===== src/rtl/led_pkg.sv =====
// Shared constants for the LED frame scheduler: geometry of one SRAM bank,
// the starvation threshold and the requester identifiers used to index the
// arbiter's request/grant vectors.
package led_pkg;

    localparam int LED_AW         = 8;
    localparam int LED_DW         = 16;
    localparam int LED_STARVE_MAX = 4;

    localparam int REQ_WR = 0;
    localparam int REQ_RD = 1;

endpackage


===== src/rtl/led_port_arb.sv =====
// Two-way fixed-priority arbiter for the shared SRAM port. The default winner
// is chosen by i_rd_prio, but a requester that has been denied STARVE_MAX
// cycles in a row takes the port; if both are starved the reader wins.
module led_port_arb
    import led_pkg::*;
#(
    parameter int STARVE_MAX = LED_STARVE_MAX
) (
    input  logic       i_clk,
    input  logic       i_rst,
    input  logic       i_rd_prio,
    input  logic [1:0] i_req,
    output logic [1:0] o_gnt
);

    localparam int            CW  = $clog2(STARVE_MAX + 1);
    localparam logic [CW-1:0] LIM = CW'(STARVE_MAX);

    logic [CW-1:0] r_wrWait;
    logic [CW-1:0] r_rdWait;
    logic          w_wrHungry;
    logic          w_rdHungry;

    function automatic logic [CW-1:0] satInc(input logic [CW-1:0] c);
        return (c == LIM) ? c : c + CW'(1);
    endfunction

    // Pick the winner: starved reader, then starved writer, then default priority.
    always_comb begin
        w_wrHungry = (r_wrWait == LIM);
        w_rdHungry = (r_rdWait == LIM);
        o_gnt      = '0;
        if (!i_rst) begin
            if (i_req[REQ_WR] && i_req[REQ_RD]) begin
                if (w_rdHungry) begin
                    o_gnt[REQ_RD] = 1'b1;
                end else if (w_wrHungry) begin
                    o_gnt[REQ_WR] = 1'b1;
                end else if (i_rd_prio) begin
                    o_gnt[REQ_RD] = 1'b1;
                end else begin
                    o_gnt[REQ_WR] = 1'b1;
                end
            end else begin
                o_gnt = i_req;
            end
        end
    end

    // Count consecutive denied cycles per requester; clear on grant or when the request drops.
    always_ff @(posedge i_clk) begin
        if (i_rst) begin
            r_wrWait <= '0;
            r_rdWait <= '0;
        end else begin
            r_wrWait <= (i_req[REQ_WR] && !o_gnt[REQ_WR]) ? satInc(r_wrWait) : '0;
            r_rdWait <= (i_req[REQ_RD] && !o_gnt[REQ_RD]) ? satInc(r_rdWait) : '0;
        end
    end

endmodule


===== src/rtl/led_frame_sched.sv =====
// Ping-pong frame scheduler for the LED driver. One single-port SRAM holds two
// banks: the reader always addresses the displayed bank, the writer the other.
// Banks swap on a Vsync falling edge once a full frame has been loaded.
module led_frame_sched
    import led_pkg::*;
#(
    parameter int AW         = LED_AW,
    parameter int DW         = LED_DW,
    parameter int STARVE_MAX = LED_STARVE_MAX
) (
    input  logic          i_gck,
    input  logic          i_rst,
    input  logic          i_vsync,
    input  logic          i_wr_req,
    input  logic [AW-1:0] i_wr_addr,
    input  logic [DW-1:0] i_wr_data,
    input  logic          i_wr_last,
    output logic          o_wr_gnt,
    input  logic          i_rd_req,
    input  logic [AW-1:0] i_rd_addr,
    output logic          o_rd_gnt,
    output logic [DW-1:0] o_rd_data,
    output logic          o_rd_vld,
    output logic          o_mem_cen,
    output logic          o_mem_wen,
    output logic [AW:0]   o_mem_addr,
    output logic [DW-1:0] o_mem_d,
    input  logic [DW-1:0] i_mem_q,
    output logic          o_disp_bank,
    output logic          o_frame_rdy,
    output logic          o_overrun
);

    logic [1:0]    w_req;
    logic [1:0]    w_gnt;
    logic          w_memCen;
    logic          w_memWen;
    logic [AW:0]   w_memAddr;
    logic [DW-1:0] w_memD;
    logic          w_frameDone;
    logic          w_swap;

    logic          r_dispBank;
    logic          r_frameRdy;
    logic          r_vsQ;
    logic          r_overrun;
    logic          r_rdVld;
    logic [AW:0]   r_memAddr;
    logic [DW-1:0] r_memD;

    // Pack the two requests into the arbiter's ID-indexed vector.
    always_comb begin
        w_req         = '0;
        w_req[REQ_WR] = i_wr_req;
        w_req[REQ_RD] = i_rd_req;
    end

    led_port_arb #(
        .STARVE_MAX (STARVE_MAX)
    ) u_arb (
        .i_clk     (i_gck),
        .i_rst     (i_rst),
        .i_rd_prio (i_vsync),
        .i_req     (w_req),
        .o_gnt     (w_gnt)
    );

    assign o_wr_gnt = w_gnt[REQ_WR];
    assign o_rd_gnt = w_gnt[REQ_RD];

    // Drive the SRAM in the grant cycle; when idle the address and data buses hold their last value.
    always_comb begin
        w_memCen  = 1'b1;
        w_memWen  = 1'b1;
        w_memAddr = r_memAddr;
        w_memD    = r_memD;
        if (i_rst) begin
            w_memAddr = '0;
            w_memD    = '0;
        end else if (o_wr_gnt) begin
            w_memCen  = 1'b0;
            w_memWen  = 1'b0;
            w_memAddr = {~r_dispBank, i_wr_addr};
            w_memD    = i_wr_data;
        end else if (o_rd_gnt) begin
            w_memCen  = 1'b0;
            w_memAddr = {r_dispBank, i_rd_addr};
        end
    end

    // A frame completes on a granted last word; a swap needs a Vsync falling edge plus a completed frame,
    // and a frame finishing on the edge cycle itself still qualifies.
    always_comb begin
        w_frameDone = o_wr_gnt & i_wr_last;
        w_swap      = r_vsQ & ~i_vsync & (r_frameRdy | w_frameDone);
    end

    // Bank ownership, frame-ready flag, overrun pulse, read-valid pipeline and held SRAM buses.
    always_ff @(posedge i_gck) begin
        if (i_rst) begin
            r_dispBank <= 1'b0;
            r_frameRdy <= 1'b0;
            r_vsQ      <= 1'b0;
            r_overrun  <= 1'b0;
            r_rdVld    <= 1'b0;
            r_memAddr  <= '0;
            r_memD     <= '0;
        end else begin
            r_vsQ     <= i_vsync;
            r_overrun <= w_frameDone & r_frameRdy;
            r_rdVld   <= o_rd_gnt;
            r_memAddr <= w_memAddr;
            r_memD    <= w_memD;
            if (w_swap) begin
                r_dispBank <= ~r_dispBank;
                r_frameRdy <= 1'b0;
            end else if (w_frameDone) begin
                r_frameRdy <= 1'b1;
            end
        end
    end

    assign o_mem_cen   = w_memCen;
    assign o_mem_wen   = w_memWen;
    assign o_mem_addr  = w_memAddr;
    assign o_mem_d     = w_memD;
    assign o_rd_vld    = r_rdVld & ~i_rst;
    assign o_rd_data   = i_mem_q;
    assign o_disp_bank = r_dispBank;
    assign o_frame_rdy = r_frameRdy;
    assign o_overrun   = r_overrun;

endmodule


===== config.mk =====
export PLATFORM = sky130hd
export DESIGN_NAME = led_frame_sched
export DESIGN_NICKNAME = d
export VERILOG_FILES = /design/src/rtl/led_pkg.sv /design/src/rtl/led_port_arb.sv /design/src/rtl/led_frame_sched.sv
export SDC_FILE = /design/constraint.sdc
export NUM_CORES = 1
export LEC_CHECK = 0
export CAP_MARGIN = 10
export CORE_ASPECT_RATIO = 1.25
export CORE_MARGIN = 3
export CORE_UTILIZATION = 42
export CTS_BUF_LIST = sky130_fd_sc_hd__clkbuf_2
export DETAILED_ROUTE_END_ITERATION = 10
export GPL_ROUTABILITY_DRIVEN = 0
export PLACE_DENSITY = 0.88
export SYNTH_ARGS = -nofsm -noshare
export SYNTH_HDL_FRONTEND = slang
export SYNTH_HIERARCHICAL = 1
export SYNTH_SLANG_ARGS = --single-unit
export TNS_END_PERCENT = 1

===== constraint.sdc =====
create_clock -name i_gck -period 4.15 [get_ports i_gck]
set_clock_uncertainty 0.05 [all_clocks]
set_input_delay 0.6225 -clock i_gck [delete_from_list [all_inputs] [get_ports i_gck]]
set_output_delay 0.6225 -clock i_gck [all_outputs]
set_load 0.01 [all_outputs]

# After elaboration in Yosys (flattened, before gate mapping)
# Cells that the tools add are included.
# Widths: inputs -> output; s select.
[op_classes]
div_mod_pow = 0
shifts = 0
eq_ne = 2
bitwise = 11
n_reduce_logical = 8
n_lt_le_gt_ge = 0
addsub = 2
mul = 0
muxes = 18
[ops]
columns = ["cell", "count"]
rows = [
  ["$mux 16", 2],
  ["$mux 9", 3],
  ["$mux 1", 11],
  ["$add 3x1->3 const B", 2],
  ["$eq 3x3->1 const B", 2],
  ["$reduce_or 2->1", 3],
  ["$and 1x1->1", 5],
  ["$not 1->1", 5],
  ["$mux 2", 2],
  ["$logic_and 1x1->1", 3],
  ["$logic_not 1->1", 2],
  ["$or 1x1->1", 1],
]
[totals]
elab_cells = 50
out_inout_bits = 49
romBits = 0
latchBits = 0
memories = 0
mem_bits_rw = 0
ff_bits = 36

# Logic depth before layout (Yosys ltp)
# Gate-level depths: netlist of run 1.
[logic_depth]
word_depth = 9
ltp_mapped = 9
ltp_nobuf = 8

# Hierarchy
# The synthesis of run 1 kept the hierarchy.
[modules_own_cells]
columns = ["module", "cells_per_inst", "area_each_um2", "n_inst"]
rows = [
  ["led_frame_sched", 155, 1436.4, 1],
  ["led_port_arb", 39, 345.3, 1],
]

# Least setup slack after synthesis of run 1
# No wires, ideal clock.
[synth_path]
path_kind = "register to output"
start = "register u_arb.r_wrWait[0]"
end = "output o_mem_addr[1]"
arrival_time_ns = 2.088
stages_incl_launch_ff = 10
n_path_buf = 1
setup_slack_ns = 1.390
cell_sequence = "dfxtp_1 inv_1 ha_1 a21boi_2 nor2_1 a21oi_1 buf_6 mux2_4 mux2i_1 nor2_1"
[synth_via]
elab_chain_cells = 8
[synth_rtl]
columns = ["element", "line_no", "text"]
rows = [
  ["start: declaration", "led_port_arb.sv:19", "logic [CW-1:0] r_wrWait;"],
  ["start signal: assignment", "led_port_arb.sv:56", "r_wrWait <= (i_req[REQ_WR] && !o_gnt[REQ_WR]) ? satInc(r_wrWait) : '0;"],
  ["$eq 3x3->1", "led_port_arb.sv:30", "w_wrHungry = (r_wrWait == LIM);"],
  ["$mux 1", "led_port_arb.sv:37", "end else if (w_wrHungry) begin"],
  ["$mux 1", "led_port_arb.sv:35", "if (w_rdHungry) begin"],
  ["$mux 2", "led_port_arb.sv:34", "if (i_req[REQ_WR] && i_req[REQ_RD]) begin"],
  ["$mux 2", "led_port_arb.sv:33", "if (!i_rst) begin"],
  ["named net o_rd_gnt", "led_frame_sched.sv:21", "output logic o_rd_gnt,"],
  ["$mux 9", "led_frame_sched.sv:85", "end else if (o_rd_gnt) begin"],
  ["$mux 9", "led_frame_sched.sv:80", "end else if (o_wr_gnt) begin"],
  ["$mux 9", "led_frame_sched.sv:77", "if (i_rst) begin"],
  ["end: declaration", "led_frame_sched.sv:26", "output logic [AW:0] o_mem_addr,"],
]
# The timed path passes the listed nets, and every way through them passes these cells.

# Final worst setup path of run 1
[layout_path]
start = "input i_vsync"
end = "output o_mem_addr[6]"
[layout_via]
elab_chain_cells = 8
[layout_rtl]
columns = ["element", "line_no", "text"]
rows = [
  ["start: declaration", "led_frame_sched.sv:13", "input logic i_vsync,"],
  ["$mux 1", "led_port_arb.sv:39", "end else if (i_rd_prio) begin"],
  ["$mux 1", "led_port_arb.sv:37", ""],
  ["$mux 1", "led_port_arb.sv:35", ""],
  ["$mux 2 (*)", "led_port_arb.sv:34", ""],
  ["$mux 2 (*)", "led_port_arb.sv:33", ""],
  ["$mux 9", "led_frame_sched.sv:85", ""],
  ["$mux 9 (*)", "led_frame_sched.sv:80", ""],
  ["$mux 9 (*)", "led_frame_sched.sv:77", ""],
]
# Mark *: on every way between the ends. The rest lies on a longest branch, timed or not.

==> run_results.csv, run 1 <==
group,metric,value,unit
layout,syn_to_final_growth,37.0,%
power_and_ir_drop,intPower,0.496,mW
synth,synth.avg_cell_area,9.18,sq um
floorplan,core_area,0.00394,sq mm
sta,setup_viol,0,
layout,num_antenna_cells,0,
clock_network,insertion_delay,360,ps
synth,synth_nets,252,
run_status,status,"completed",
synth,synth.cell_area,0.00178,sq mm
setup_path,crit_chain,"clkdlybuf4s50_1, a21boi_2, or2_1, a21oi_4, buf_12, mux2i_1, nor2_1, clkdlybuf4s50_1",
layout,nNetsFinal,306,
synth,yosysWarningCount,6,
synth,synthCells,194,
power_and_ir_drop,p_leak,0.930,nW
floorplan,die_h,78.8,microns
sta,rsz0062_at_grt,"false",
clock_network,cts.hold.buffers_added,0,
synth,synth.distinct_cells,30,
route,num_vias,1454,
floorplan,dieWidth,64.3,microns
global_routing,grt_antenna_before_repair,0,
global_routing,grt_usage,0.160,
setup_path,cpMostUsedCell,"clkdlybuf4s50_1",
synth,yosysSeqAreaShare,0.404,
clock_network,clock_sinks,36,
floorplan,start_util,0.452,
sta,finalMaxSlewViolations,0,
sta,fin_setup_tns,0,ps
floorplan,pin_count,103,
clock_network,cts_buffers,5,
sta,finalHoldViolCount,0,
synth,synth_flop_cell,"dfxtp_1",
sta,period_share,0.907,
sta,relSlewSlack,0.665,
route,via_per_inst,4.80,
route,ant_nets,0,
clock_network,postCtsSetupBuffers,0,
synth,synth_seq_cells,36,
global_routing,grt_pass1_vias,1521,
route,wl_per_cell,12.8,microns
setup_path,cp_max_fo,19,
clock_network,cts.htree.levels,2,
placed_design,portBuffers,70,
sta,max_freq,266,MHz
power_and_ir_drop,peakVddDrop,0.240,mV
clock_network,path_clk_slew,170,ps
power_and_ir_drop,p_comb_frac,0.226,
floorplan,fp-row-count,25,
power_and_ir_drop,power.share.clock,0.228,
setup_path,crit_arrival,3090,ps
sta,tightest_slew,503,ps
setup_path,cp_slowest_cell,"clkdlybuf4s50_1",
power_and_ir_drop,sequentialPowerShare,0.546,
clock_network,cts_resized,0,
layout,regArea,721,sq um
route,drc,0,
layout,final_area,0.00244,sq mm
placed_design,dpl-instance-area,0.00240,sq mm
sta,fin_hold_ws,413,ps
setup_path,crit_type,"in2out",
floorplan,die_area,0.00506,sq mm
setup_path,slowest_delay,490,ps
route,wirelength,3860,microns
synth,synth_edf_count,0,
route,drt-pass1-iter-count,4,
setup_path,cp_top_family,"buffers and inverters",
power_and_ir_drop,swShare,0.259,
clock_network,cts_root_buffer,"clkbuf_2",
clock_network,clockBufferDepth,2,
setup_path,critPathBufInv,3,
power_and_ir_drop,power_density,274,mW/mm^2
min_path,min_path_type,"reg2reg",
layout,n_fill_cell,352,
setup_path,endpoint_kind,"primary output",
global_routing,grt_pass1_wl,6420,microns
power_and_ir_drop,p_sw,0.173,mW
placed_design,dp_hpwl,2890,microns
setup_path,startpoint_type,"primary input",
synth,async_flop_share,0,
sta,fin_crit,3770,ps
global_routing,grt_max_degree,56,
global_routing,grt.overflow.total,0,
layout,drive_gt1_frac,0.0924,
flow_run,max-cap-violations,0,
setup_path,cp.required,3480,ps
layout,multiInputGateArea,868,sq um
route,drt_iter0_markers,56,
clock_network,cts_tree,"done",
## path summary, 6_finish.rpt
check / startpoint / to / slack (ps) / cells after the start
hold reg to reg: o_frame_rdy / o_overrun / 410 / 2
setup reg to reg: u_arb/r_rdWait[0] / o_disp_bank / 1790 / 8
hold / removal: o_frame_rdy / o_overrun / 410 / 2
setup / recovery: i_vsync / o_mem_addr[6] / 380 / 8
## power by group through the flow
stage	registers (mW)	logic (mW)	clock network, mW
4_1_cts	0.366	0.153	0.162
2_1_floorplan	0.372	0.0925	0
5_1_grt	0.368	0.166	0.175
3_5_place_dp	0.373	0.152	0
3_3_place_gp	0.373	0.150	0
6_report	0.366	0.151	0.153
## area by class of cell
cell class,count,share of cell area
clock buffers,7,0.0144
clock inverters,1,0.00154
inverters,4,0.00615
multi-input cells,128,0.356
flip-flops and latches,36,0.295
well taps,54,0.0277
repair buffers,73,0.299
## cells in the mapped netlist, types with 3 or more instances
master | instances | share of area
ha_1 | 4 | 0.028
buf_4 | 17 | 0.072
dfxtp_1 | 36 | 0.40
nand2_1 | 4 | 0.0084
mux2_4 | 6 | 0.051
nand2b_1 | 5 | 0.018
a21oi_1 | 5 | 0.014
buf_2 | 4 | 0.011
mux2i_1 | 24 | 0.13
inv_1 | 4 | 0.0084
buf_6 | 3 | 0.019
nor2b_1 | 4 | 0.014
nor2_1 | 54 | 0.11
## cell families (layout without fill, tap and decap cells)
group | after synthesis | count (layout) | synth area share
simple gates | 78 | 78 | 0.195
flops | 36 | 36 | 0.404
mux | 32 | 32 | 0.198
buf+inv | 30 | 85 | 0.114
compound gates | 13 | 13 | 0.0548
fa+ha+maj | 4 | 4 | 0.0281
xor+xnor | 1 | 1 | 0.00492
## per-layer routing
layer / track usage / part of all wire / vias up
met5: 0 / 0 / -
met4: 0.0655 / 0.017 / 0
met3: 0.0537 / 0.077 / 9
met2: 0.299 / 0.53 / 61
met1: 0.159 / 0.38 / 659
li1: - / - / 725
## cell usage in the layout, fill, tap and decap left out, types with 4 or more instances in the layout
master	synthesis	layout
a21oi_1	5	4
clkbuf_2	0	7
clkdlybuf4s50_1	0	69
dfxtp_1	36	36
ha_1	4	4
inv_1	4	4
mux2_4	6	6
mux2i_1	24	24
nand2_1	4	4
nand2b_1	5	5
nor2_1	54	54
nor2b_1	4	4
## sequential cells by signal, summed over array words and instances (netlist names)
name            count
r_memD             16
r_memAddr           9
u_arb/r_rdWait      3
u_arb/r_wrWait      3
o_disp_bank         1
o_frame_rdy         1
o_overrun           1
r_rdVld             1
r_vsQ               1
## worst register-to-register path, stage by stage, from the launching register on
cell	delay, ps
dfxtp_1	380
inv_1	50
ha_1	190
and2_1	230
or2_1	310
a21oi_4	430
a21oi_1	170
or3_1	370
a21oi_1	130
## metrics by stage
stage / power [mW] / cells / setup WS (ps) / util
2_1_floorplan: 0.465 / 194 / 1390 / -
3_3_place_gp: 0.523 / 295 / 434 / 0.610
3_5_place_dp: 0.526 / 295 / 378 / 0.610
4_1_cts: 0.681 / 303 / 360 / 0.619
5_1_grt: 0.709 / 303 / 205 / 0.619
6_report: 0.670 / 303 / 385 / 0.619
No activity file was read; power rests on OpenSTA's default activity.
==> run 2: changes to the inputs <==
HOLD_SLACK_MARGIN = 0.03   (was unset)
==> results of run 2 <==
The final DEF is identical to that of run 1; final timing and power are the same.
==> run 3: changes to the inputs <==
CAP_MARGIN = 0   (was 10)
TNS_END_PERCENT = unset   (was 1)
==> results of run 3 <==
The final DEF is identical to that of run 1; final timing and power are the same.
==> edit 1, RTL diff (config.mk and constraints of run 1) <==
The package constant `LED_AW` goes from 8 to 9.
--- a/src/rtl/led_pkg.sv
+++ b/src/rtl/led_pkg.sv
@@ -4,5 +4,5 @@
 package led_pkg;
 
-    localparam int LED_AW         = 8;
+    localparam int LED_AW         = 9;
     localparam int LED_DW         = 16;
     localparam int LED_STARVE_MAX = 4;
Ports: changed (resized i_rd_addr, i_wr_addr and o_mem_addr); port bits go from 103 to 106. The function was not compared with the original's and may differ.
==> edit 1 against run 1 <==
Area after synthesis rose by 2.3%; hold slack barely moved; clock power fell by 6%; setup slack improved by 3.7 ps; non-clock buffer count rose by 3; total power rose by 1.5%; combinational power rose by 6%; via count rose by 2.3%; sequential cell count rose by 1; wire length fell by 0.54%; design area rose by 3.8%; largest power group unchanged.
==> edit 1: results (changes against run 1) <==
Outcome
  – Outcome: completed

GRT
  – First-pass GRT wire length: 6.36 mm (-0.97%)
  – Largest net degree at the start of global routing: 61 (+8.9%)
  – Gr usage total: 16.0% (+0.025 points)
  – Number of global-route vias before repair: 1499 (-1.4%)

Placed design
  – Dpl cell area: 0.00250 mm² (+4.1%)

Worst setup path
  – CP max FO: 20 (+1)

Logic synthesis
  – Post-synthesis sequential area ratio: 40.6% (+0.18 points)
  – Cells after Synth: 199 (+2.6%)
  – Syn Nets: 259 (+2.8%)
  – Compound-Gate Fraction of Synth Area: 5.35% (-0.12 points)
  – Post-synthesis xor/xnor area fraction: 0.480% (-0.011 points)
  – Largest cells by area after synthesis: dfxtp_1, mux2i_1, nor2_1, buf_4, mux2_4
  – Synth unique cells: 32 (+6.7%)
  – Post-Synth Adder-Cell Area: 2.75% (-0.064 points)

Layout
  – Fillers: 349 (-0.85%)
  – Layout cell share with drive strength beyond 1: 8.98% (-0.25 points)
  – Final-stage net count: 316 (+3.3%)
  – Regs by FF count: r_memD: 16 flops, r_memAddr: 10 flops

Power and ir drop
  – Peak supply drop: 219 µV (-8.7%)
  – Leak pwr: 0.962 nW (+3.4%)

Routing
  – Drt initial violations: 51 (-8.9%)
  – WL final: 3.84 mm (-0.54%)
  – Drt via density: 4.77 (-0.68%)

Timing
  – Worst Tran Pin Value: 537 ps (+34.3 ps)
## edit 1: critical path, delay by kind of cell
family / cells / cell delay, ps
muxes: 1 / 250
and+or+nand+nor: 2 / 350
AOI/OAI and AO/OA: 2 / 650
buffers and inverters: 3 / 1200
## edit 1: final timing paths
path         slack, ps  depth (start not counted)                       end                            from
max                390                          8                o_mem_d[1]                         i_vsync
min                410                          2      o_overrun$_SDFF_PP0_        o_frame_rdy$_SDFFE_PP0N_
max reg2reg       1780                          8  o_disp_bank$_SDFFE_PP0P_  u_arb/r_rdWait[0]$_SDFFE_PP0N_
min reg2reg        410                          2      o_overrun$_SDFF_PP0_        o_frame_rdy$_SDFFE_PP0N_
## edit 1: power groups by stage
stage / Combinational [mW] / Sequential, mW / Clock [mW]
floorplan: 0.0946 / 0.383 / 0
CTS: 0.162 / 0.376 / 0.158
detailed placement: 0.161 / 0.384 / 0
finish: 0.160 / 0.376 / 0.144
global route: 0.174 / 0.378 / 0.174
global placement: 0.160 / 0.383 / 0
## edit 1: area by class of cell
type                            count  area share [%]
Tap cell                           56            2.77
Clock inverter                      1           0.148
Timing Repair Buffer               76            30.5
Inverter                            4           0.593
Sequential cell                    37            29.2
Clock buffer                        6            1.19
Multi-Input combinational cell    132            35.6
## edit 1: logic make-up (layout without fill, tap and decap cells)
family / Yosys count / after routing
AOI/OAI and AO/OA: 13 / 13
xor gates and xnor gates: 1 / 1
adders and majority gates: 4 / 4
buffers and inverters: 30 / 87
DFF: 37 / 37
muxes: 34 / 34
and+or+nand+nor: 80 / 80
## edit 1: per-layer routing
metal	share of wire (%)	GRT usage, %	routed length (µm)	up-vias
li1	-	-	-	751
met1	40	16.5	1550	685
met2	51	28.5	1980	47
met3	7.2	6.34	275	4
met4	0.96	6.34	37	0
met5	0	0	0	-
==> edit 2, RTL diff (settings of run 1) <==
Without the edit above. Register the output `o_overrun` once more, with the module's reset; this adds one clock of latency there. The other outputs are not delayed to match.
--- a/src/rtl/led_frame_sched.sv
+++ b/src/rtl/led_frame_sched.sv
@@ -129,5 +129,11 @@
     assign o_disp_bank = r_dispBank;
     assign o_frame_rdy = r_frameRdy;
-    assign o_overrun   = r_overrun;
+    always_ff @(posedge i_gck) begin
+        if (i_rst) begin
+            o_overrun <= '0;
+        end else begin
+            o_overrun <= r_overrun;
+        end
+    end
 
 endmodule
Formal check against the unedited RTL: not equivalent (a bounded check fails within 4 cycles, from zero or initial values and one cycle with i_rst high).
==> edit 2 against run 1 <==
Area after synthesis grew 1.4%; via count is 0.34% lower; design area up 2.6%; sequential cell count up 1; setup slack got worse by 72 ps; total power is 10% higher; highest routed layer unchanged; wire length decreased by 2.2%; critical endpoint is now o_mem_d[13]; sequential power rose by 2%.
==> edit 2: results (changes against run 1) <==
Worst setup path
  – Arr. time, crit path: 3160 ps (+70 ps)
  – Slowest CP cell: a21oi_4
  – Max incr delay on CP: 520 ps (+30 ps)
  – CP max FO: 16 (-3)

Routing
  – Drt pass-1 iters: 4 (unchanged)
  – Wirelength per Cell: 12.3 µm (-3.2%)
  – WL final: 3.78 mm (-2.2%)
  – Drt initial violations: 63 (+13%)
  – Drt via density: 4.74 (-1.3%)

Power and ir drop
  – Leak pwr: 0.952 nW (+2.4%)
  – Peak supply drop: 302 µV (+26%)

Placed design
  – Place WS: 317 ps (-61.5 ps)
  – DP HPWL: 2.92 mm (+0.87%)
  – Placed Instances: 299 (+1.4%)
  – Dpl cell area: 0.00244 mm² (+1.7%)

Outcome
  – Outcome: completed

GRT
  – Gr usage total: 15.6% (-0.38 points)
  – Largest net degree at the start of global routing: 50 (-11%)
  – Number of global-route vias before repair: 1429 (-6.0%)
  – First-pass GRT wire length: 6.25 mm (-2.7%)
  – Initial antenna violation count: 0 (unchanged)

CTS
  – Clock latency on the worst-skew pair: 360 ps (about the same)

Min path
  – Worst hold path type: flop to flop

Logic synthesis
  – Cells after Synth: 196 (+1.0%)
  – Syn Nets: 254 (+0.79%)
  – Synth warn: 6 (unchanged)
  – Largest cells by area after synthesis: dfxtp_1, mux2i_1, nor2_1, buf_4, mux2_4
  – Post-synthesis sequential area ratio: 41.0% (+0.55 points)
  – Synth cell count leaders: nor2_1, dfxtp_1, mux2i_1

Layout
  – Fillers: 364 (+3.4%)
  – Final-stage net count: 308 (+0.65%)
  – Layout cell share with drive strength beyond 1: 9.20% (-0.037 points)

Timing
  – Worst Tran Pin Value: 582 ps (+78.8 ps)
## edit 2: power breakdown
part	switching (mW)	internal, mW	leakage, nW	total [mW]
sequential	0.00481	0.371	0.302	0.375
combinational	0.0622	0.0915	0.612	0.154
clock	0.109	0.0980	0.0388	0.208
total	0.177	0.560	0.952	0.737
## edit 2: cell families after synthesis
family          after synthesis  share of synthesized area [%]
compound gates               13                           5.40
xor+xnor                      1                          0.485
fa+ha+maj                     4                           2.77
buf+inv                      30                           11.2
flops                        37                           41.0
mux                          32                           19.5
simple gates                 79                           19.6
## edit 2: layout make-up
type | count | area, µm² | share of cell area (%)
Sequential cell | 37 | 741 | 29.6
Multi-Input combinational cell | 129 | 875 | 34.9
Clock buffer | 5 | 25.0 | 1.00
Inverter | 4 | 15.0 | 0.600
Tap cell | 56 | 70.1 | 2.80
Clock inverter | 2 | 35.0 | 1.40
Timing Repair Buffer | 73 | 743 | 29.7
## edit 2: final timing paths
check                                               startpoint                       end  slack [ps]  depth (start not counted)
worst max-delay path                                   i_vsync               o_mem_d[13]         310                          8
worst max register to register  u_arb/r_rdWait[0]$_SDFFE_PP0N_  o_disp_bank$_SDFFE_PP0P_        1670                          8
worst min register to register            r_overrun$_SDFF_PP0_      o_overrun$_SDFF_PP0_         410                          1
worst min-delay path                      r_overrun$_SDFF_PP0_      o_overrun$_SDFF_PP0_         410                          1
## edit 2: metal layers
metal  wire [µm]  vias to the layer above  GRT usage (%)
met5           0                        -              0
met4          26                        0           5.50
met3         306                        6           6.08
met2        1940                       46           26.7
met1        1510                      666           17.5
li1            -                      731              -
## edit 2: critical path: cells and delay by family
family,cells,cell delay (ps)
buffers and inverters,3,1180
AOI/OAI and AO/OA,2,730
and+or+nand+nor,2,360
muxes,1,260
